--- config.mk ---
export PLATFORM = sky130hd
export DESIGN_NAME = reg_scoreboard
export DESIGN_NICKNAME = d
export VERILOG_FILES = /design/src/rtl/reg_scoreboard.sv
export SDC_FILE = /design/constraint.sdc
export NUM_CORES = 1
export LEC_CHECK = 0
export ABC_AREA = 1
export CORE_UTILIZATION = 30
export DETAILED_ROUTE_END_ITERATION = 16
export PLACE_DENSITY_LB_ADDON = 0.2
export SYNTH_ARGS = -nofsm -noshare
export SYNTH_HDL_FRONTEND = slang
export SYNTH_SLANG_ARGS = --single-unit
--- constraint.sdc ---
create_clock -name clk -period 2.7 [get_ports clk]
set_input_delay 0.54 -clock clk [delete_from_list [all_inputs] [get_ports clk]]
set_output_delay 0.54 -clock clk [all_outputs]
set_load 0.05 [all_outputs]
--- src/rtl/reg_scoreboard.sv ---
// Issue-side register hazard scoreboard: counts in-flight writers per register,
// stalls decode on pending sources or counter saturation, retires on writeback.
module reg_scoreboard #(
   parameter int NREG  = 32,
   parameter int CNT_W = 2
) (
   input  logic            clk,
   input  logic            reset,
   input  logic            issue_valid,
   input  logic [4:0]      issue_rs,
   input  logic [4:0]      issue_rt,
   input  logic            issue_use_rs,
   input  logic            issue_use_rt,
   input  logic            issue_wr,
   input  logic [4:0]      issue_rd,
   input  logic            wb_regwrite,
   input  logic [4:0]      wb_rd,
   output logic            issue_stall,
   output logic            issue_accept,
   output logic [NREG-1:0] busy_mask,
   output logic [31:0]     stall_cycles,
   output logic            wb_underflow
);

   localparam logic [CNT_W-1:0] CNT_MAX  = '1;
   localparam logic [CNT_W-1:0] CNT_ONE  = CNT_W'(1);
   localparam logic [CNT_W-1:0] CNT_ZERO = '0;

   logic [CNT_W-1:0] cnt      [NREG];
   logic [CNT_W-1:0] cnt_next [NREG];
   logic [NREG-1:0]  inc_vec;
   logic [NREG-1:0]  dec_vec;
   logic [NREG-1:0]  busy_next;

   logic [CNT_W-1:0] cnt_rs;
   logic [CNT_W-1:0] cnt_rt;
   logic [CNT_W-1:0] cnt_rd;
   logic [CNT_W-1:0] cnt_wb;
   logic             rs_hazard;
   logic             rt_hazard;
   logic             rd_saturated;
   logic             underflow_now;

   assign cnt_rs = cnt[issue_rs];
   assign cnt_rt = cnt[issue_rt];
   assign cnt_rd = cnt[issue_rd];
   assign cnt_wb = cnt[wb_rd];

   // A source whose last pending writer retires this cycle is not a hazard:
   // the register file writes on the falling edge before the next read.
   always_comb begin
      rs_hazard    = 1'b0;
      rt_hazard    = 1'b0;
      rd_saturated = 1'b0;
      if (issue_use_rs && (issue_rs != 5'd0) && (cnt_rs != CNT_ZERO))
         rs_hazard = !(wb_regwrite && (wb_rd == issue_rs) && (cnt_rs == CNT_ONE));
      if (issue_use_rt && (issue_rt != 5'd0) && (cnt_rt != CNT_ZERO))
         rt_hazard = !(wb_regwrite && (wb_rd == issue_rt) && (cnt_rt == CNT_ONE));
      if (issue_wr && (issue_rd != 5'd0) && (cnt_rd == CNT_MAX))
         rd_saturated = !(wb_regwrite && (wb_rd == issue_rd));
   end

   assign issue_stall   = issue_valid && (rs_hazard || rt_hazard || rd_saturated);
   assign issue_accept  = issue_valid && !issue_stall;
   assign underflow_now = wb_regwrite && (wb_rd != 5'd0) && (cnt_wb == CNT_ZERO);

   // Per-register counter update; register 0 is never tracked.
   always_comb begin
      inc_vec   = '0;
      dec_vec   = '0;
      busy_next = '0;
      for (int i = 0; i < NREG; i++) begin
         cnt_next[i] = cnt[i];
         if (i != 0) begin
            inc_vec[i] = issue_accept && issue_wr && (issue_rd == 5'(i));
            dec_vec[i] = wb_regwrite && (wb_rd == 5'(i)) && (cnt[i] != CNT_ZERO);
            if (inc_vec[i] && !dec_vec[i])
               cnt_next[i] = cnt[i] + CNT_ONE;
            else if (dec_vec[i] && !inc_vec[i])
               cnt_next[i] = cnt[i] - CNT_ONE;
         end else begin
            cnt_next[i] = CNT_ZERO;
         end
         busy_next[i] = (cnt_next[i] != CNT_ZERO);
      end
   end

   always_ff @(posedge clk) begin
      if (reset) begin
         for (int i = 0; i < NREG; i++)
            cnt[i] <= CNT_ZERO;
         busy_mask    <= '0;
         stall_cycles <= '0;
         wb_underflow <= 1'b0;
      end else begin
         for (int i = 0; i < NREG; i++)
            cnt[i] <= cnt_next[i];
         busy_mask <= busy_next;
         if (issue_stall && (stall_cycles != 32'hFFFF_FFFF))
            stall_cycles <= stall_cycles + 32'd1;
         if (underflow_now)
            wb_underflow <= 1'b1;
      end
   end

endmodule
==> impl.org <==
** Run status
- Status :: finished, violations left
- The final reports fail on negative setup slack.

** Global routing
- Wire length of the first global-routing pass :: 63.7 mm
- Via count of the first global-routing pass :: 11079
- Met2 track demand over resource in global routing :: 41.9%
- Entering global routing, the biggest net connects 74 pins.
- Global routing used 25.5% of the available tracks across all layers.
- For met1 alone, demand over resource in global routing was 32.9%.
- Most heavily used metal layer in global routing :: met2
- Global routing consumed, on the met3 layer, 3.73% of the routing resources.
- Total congestion overflow :: 0
- The initial antenna violation count is 0.

** Synthesis
- Yosys top cell area share :: 25.9%
- The Yosys step of the flow raised 0 warnings.
- Number of distinct library cells after synthesis :: 37
- After synthesis, flip-flops and latches occupy 25.9% of the total area.
- Area contributors post-synth :: sky130_fd_sc_hd__dfxtp_1 26%, sky130_fd_sc_hd__nand2_1 24%, sky130_fd_sc_hd__inv_1 10%
- The synthesized design spends more area on one cell type than any other, namely sky130_fd_sc_hd__dfxtp_1.
- Synthesized Nets :: 1762
- Post-synthesis register bit count :: 126
- The cell count after synthesis came out at 1703.
- Avg Inst Size Synth :: 5.71 um2
- Cell area after synthesis :: 9730 um2

** Critical path
- Along the worst path, the maximum fanout reaches 7.
- Top cell family by delay on the critical path :: simple AND/OR/NAND/NOR gates
- Together, buffers and inverters on the worst path number 5.
- The cell that appears most often on the critical path is sky130_fd_sc_hd__nand2_1.
- For flop-to-flop paths, the worst setup slack is 0.13 ns.
- Maximum cell stage delay along the critical path :: 0.15 ns
- In this run the critical register-to-register path is captured at busy_mask[17].
- The worst setup path is of the input port to primary output kind.
- Kind of launch point of the worst setup path :: input port
- Depth of the worst register-to-register path :: 22
- The largest individual stage delay along the critical path comes from the cell sky130_fd_sc_hd__buf_12.
- At the worst endpoint, the required time is 2.16 ns.
- The worst register-to-register path begins at cnt[19][0].
- Worst path arrival time :: 2.19 ns
- Walking the worst path, the cells encountered are buf_6 > nand2_1 > buf_4 > buf_8 > nor2_1 > nor2_2 > nand2_1 > nand2_1 > nand2_1 > o21ai_2 > nand2_1 > nand3_2 > nand3_4 > buf_6 > nor2_4 > buf_12.
- STA classifies the critical path endpoint as a primary output.

** Floorplanning
- Overall die area :: 33200 um2
- Ports :: 94
- The die is 182 um tall.
- The floorplan has 65 rows.
- The initial utilization of the core area, before any placement, comes to 30.7%.
- The die is 182 um wide.
- The region available for standard cell placement spans 31700 um2.

** Layout
- Registers take 2570 um2.
- The count of cells in the finished layout, fillers not included, comes to 2372.
- Fraction of layout cells with a size suffix above 1 :: 19.8%
- Share of the core filled with cells :: 42.9%
- Fill cells :: 3474
- Ant diodes :: 0
- Summing all multi-input logic gate instances after layout gives 6150 um2.
- Layout overhead on the synthesized area :: 39.9%
- The net count of the finished layout is 2018.
- Final non-filler cell area :: 13600 um2

** STA
- The count of endpoints failing hold in the final timing report is 0.
- In this run the tightest slew margin relative to its limit is 64.0%.
- Setup slack on the critical path of the routed design comes to -0.0296 ns.
- Shortest clock period the worst path allows after layout :: 2.73 ns
- Total setup violations reported at the end of the flow :: 1
- Post-route fraction of the period consumed by the critical path :: 101%
- Adding up every negative setup slack in the final design gives -0.0296 ns.
- Setup repair after global routing missed its margin :: true
- For the pin with the worst max-slew slack, the measured transition is 0.538 ns.
- Post-Route Skew :: 0.0135 ns
- Slew Viols, Final :: 0
- Max Clk Rate :: 366 MHz

** Worst hold path
- End point of the worst hold path :: stall_cycles[31]
- WHS Path Cells :: 2
- Start point of the worst hold path :: stall_cycles[31]
- The min-delay analysis places its worst path in the category flip-flop to flip-flop.

** Route
- The first routing iteration left 845 violations.
- For this block, the via count after detailed routing is 11873.
- Post-DR wirelength/cell :: 18.2 um
- Final ANT Viol Nets :: 0
- Total Routed Length :: 43.1 mm
- DRC :: 0
- Dividing the detail-routed via count by the number of cells gives 5.01.
- The first detailed-routing pass ran for 8 iterations.

** CTS
- Clock tree synthesis found a total of 126 sinks.
- After clock tree synthesis, the clock-pin slew on the worst setup and hold paths is 0.06 ns.
- H-tree lvl count :: 4
- TritonCTS clock tree :: built
- Clock latency on the worst-skew pair, taken at its later pin, is 0.45 ns.
- CTS hold repair buffers :: 0
- No sink is reached through more buffers than the 2 on the longest clock path.
- Root buf cell :: sky130_fd_sc_hd__clkbuf_16
- Num CTS Buffers :: 17

** Placement
- RePlAce Congestion :: 0.994
- In this run the cell area measured after placement is 12200 um2.
- Number of instances in the placed design :: 2309
- Count of buffers from port buffering :: 92
- After legalization and detailed placement, the total HPWL measured 33.1 mm.

** Power and ir drop
- IR analysis of the VDD net gives a maximum drop of 0.000478 V.
- Leak Pwr :: 6.69 nW
- Pwr dens :: 477 nW/um2
- Post-route total power :: 6.49 mW

** Flow run
- The tool flagged a number of max-cap violations equal to 0.
-- layout by cell type (no fill, tap or decap), drive strengths merged --
cell type,n
dfxtp,126
clkdlybuf4s15,5
nor2,142
conb,1
bufinv,4
ha,32
nand4,25
o22ai,4
a221oi,1
nand3,170
buf,204
clkinvlp,4
clkdlybuf4s50,69
xnor2,4
nor4,13
clkinv,5
o211ai,23
nor3,47
a41oi,2
nand2,625
o21a,3
inv,272
o21ai,57
xor2,15
nand3b,24
dlygate4sd2,4
o41ai,2
a31oi,3
a21oi,57
xnor3,2
and2,1
clkbuf,24
-- timing repair --
| action | 4_1_cts | 5_1_grt |
|---|---|---|
| resized for setup | 190 | 75 |
| gates cloned | 3 | 7 |
| pin swaps | 38 | 24 |
| endpoints found under the setup margin | 127 | 82 |
| buffers inserted | 16 | 9 |
-- metal layers --
layer  up-vias  wire (um)
li1       5901          -
met1      5444      19000
met2       439      19600
met3        89       2660
met4         0       1790
met5         -          0
-- cells by family after synthesis --
| logic type | after synthesis | synth area share, % |
|---|---|---|
| AOI/OAI and AO/OA | 152 | 8.77 |
| and+or+nand+nor | 1046 | 45.5 |
| DFF | 126 | 25.9 |
| buffers and inverters | 325 | 13.5 |
| xor gates and xnor gates | 21 | 2.17 |
| other | 1 | 0.0385 |
| adders and majority gates | 32 | 4.11 |
-- worst reg2reg max path: cells and delay by family (launching register included) --
family                 cells  cell delay (ns)
AO/OA/AOI/OAI              1             0.12
buffers and inverters      5             0.65
flip-flops                 1             0.31
AND/OR/NAND/NOR           16             1.35
-- worst max-delay path by stage --
stage | startpoint | to | depth (start not counted)
3_5_place_dp | issue_rd[1] | issue_accept | 16
6_report | issue_rd[0] | issue_accept | 16
3_3_place_gp | issue_rt[1] | issue_accept | 16
2_1_floorplan | issue_rd[1] | busy_mask[26] | 18
5_1_grt | issue_rd[1] | issue_accept | 17
4_1_cts | issue_rd[1] | issue_accept | 17
-- sequential cells by signal, summed over array words and instances (netlist names) --
name          count
cnt              62
busy_mask        31
stall_cycles     32
wb_underflow      1
-- synthesized netlist by cell type --
cell type	number
sky130_fd_sc_hd__buf_1	7
sky130_fd_sc_hd__buf_6	2
sky130_fd_sc_hd__inv_2	10
sky130_fd_sc_hd__buf_2	22
sky130_fd_sc_hd__and2_1	1
sky130_fd_sc_hd__clkinv_1	1
sky130_fd_sc_hd__buf_4	13
sky130_fd_sc_hd__xor2_1	15
sky130_fd_sc_hd__ha_1	32
sky130_fd_sc_hd__nor2_2	3
sky130_fd_sc_hd__a31oi_1	3
sky130_fd_sc_hd__inv_1	260
sky130_fd_sc_hd__xnor3_1	2
sky130_fd_sc_hd__nor2_4	1
sky130_fd_sc_hd__a21oi_1	57
sky130_fd_sc_hd__nand2_1	621
sky130_fd_sc_hd__nor2_1	138
sky130_fd_sc_hd__nand3b_1	24
sky130_fd_sc_hd__nand3_1	169
sky130_fd_sc_hd__nand4_1	24
sky130_fd_sc_hd__nand3_2	1
sky130_fd_sc_hd__o22ai_1	4
sky130_fd_sc_hd__nand4_4	1
sky130_fd_sc_hd__clkbuf_1	10
sky130_fd_sc_hd__dfxtp_1	126
sky130_fd_sc_hd__nand2_2	3
sky130_fd_sc_hd__conb_1	1
sky130_fd_sc_hd__o21a_1	3
sky130_fd_sc_hd__o211ai_1	23
sky130_fd_sc_hd__o21ai_0	35
sky130_fd_sc_hd__o21ai_1	22
sky130_fd_sc_hd__nor3_1	47
sky130_fd_sc_hd__a221oi_1	1
sky130_fd_sc_hd__xnor2_1	4
sky130_fd_sc_hd__a41oi_1	2
sky130_fd_sc_hd__o41ai_1	2
sky130_fd_sc_hd__nor4_1	13
-- through the flow --
stage	worst slack, ns	hold WS (ns)
final	-0.0296	0.486
after CTS	-0.0303	0.492
after detailed placement	-0.879	0.483
after floorplan	0.0154	0.486
after global placement	-0.875	0.468
after global routing	-0.103	0.544
-- final cells by class --
type | count | area share, %
Clock buffer | 17 | 3.13
Clock inverter | 13 | 1.41
Inverter | 271 | 7.64
Multi-Input combinational cell | 1253 | 45.2
Sequential cell | 126 | 18.9
Tap cell | 402 | 3.70
Timing Repair Buffer | 289 | 20.0
Timing Repair inverter | 1 | 0.0552
-- power breakdown --
| group | internal [mW] | switching [mW] |
|---|---|---|
| Clock | 1.54 | 0.928 |
| Sequential | 2.01 | 0.131 |
| Combinational | 0.712 | 1.17 |
Note: power is estimated with default switching activity, not from simulation.
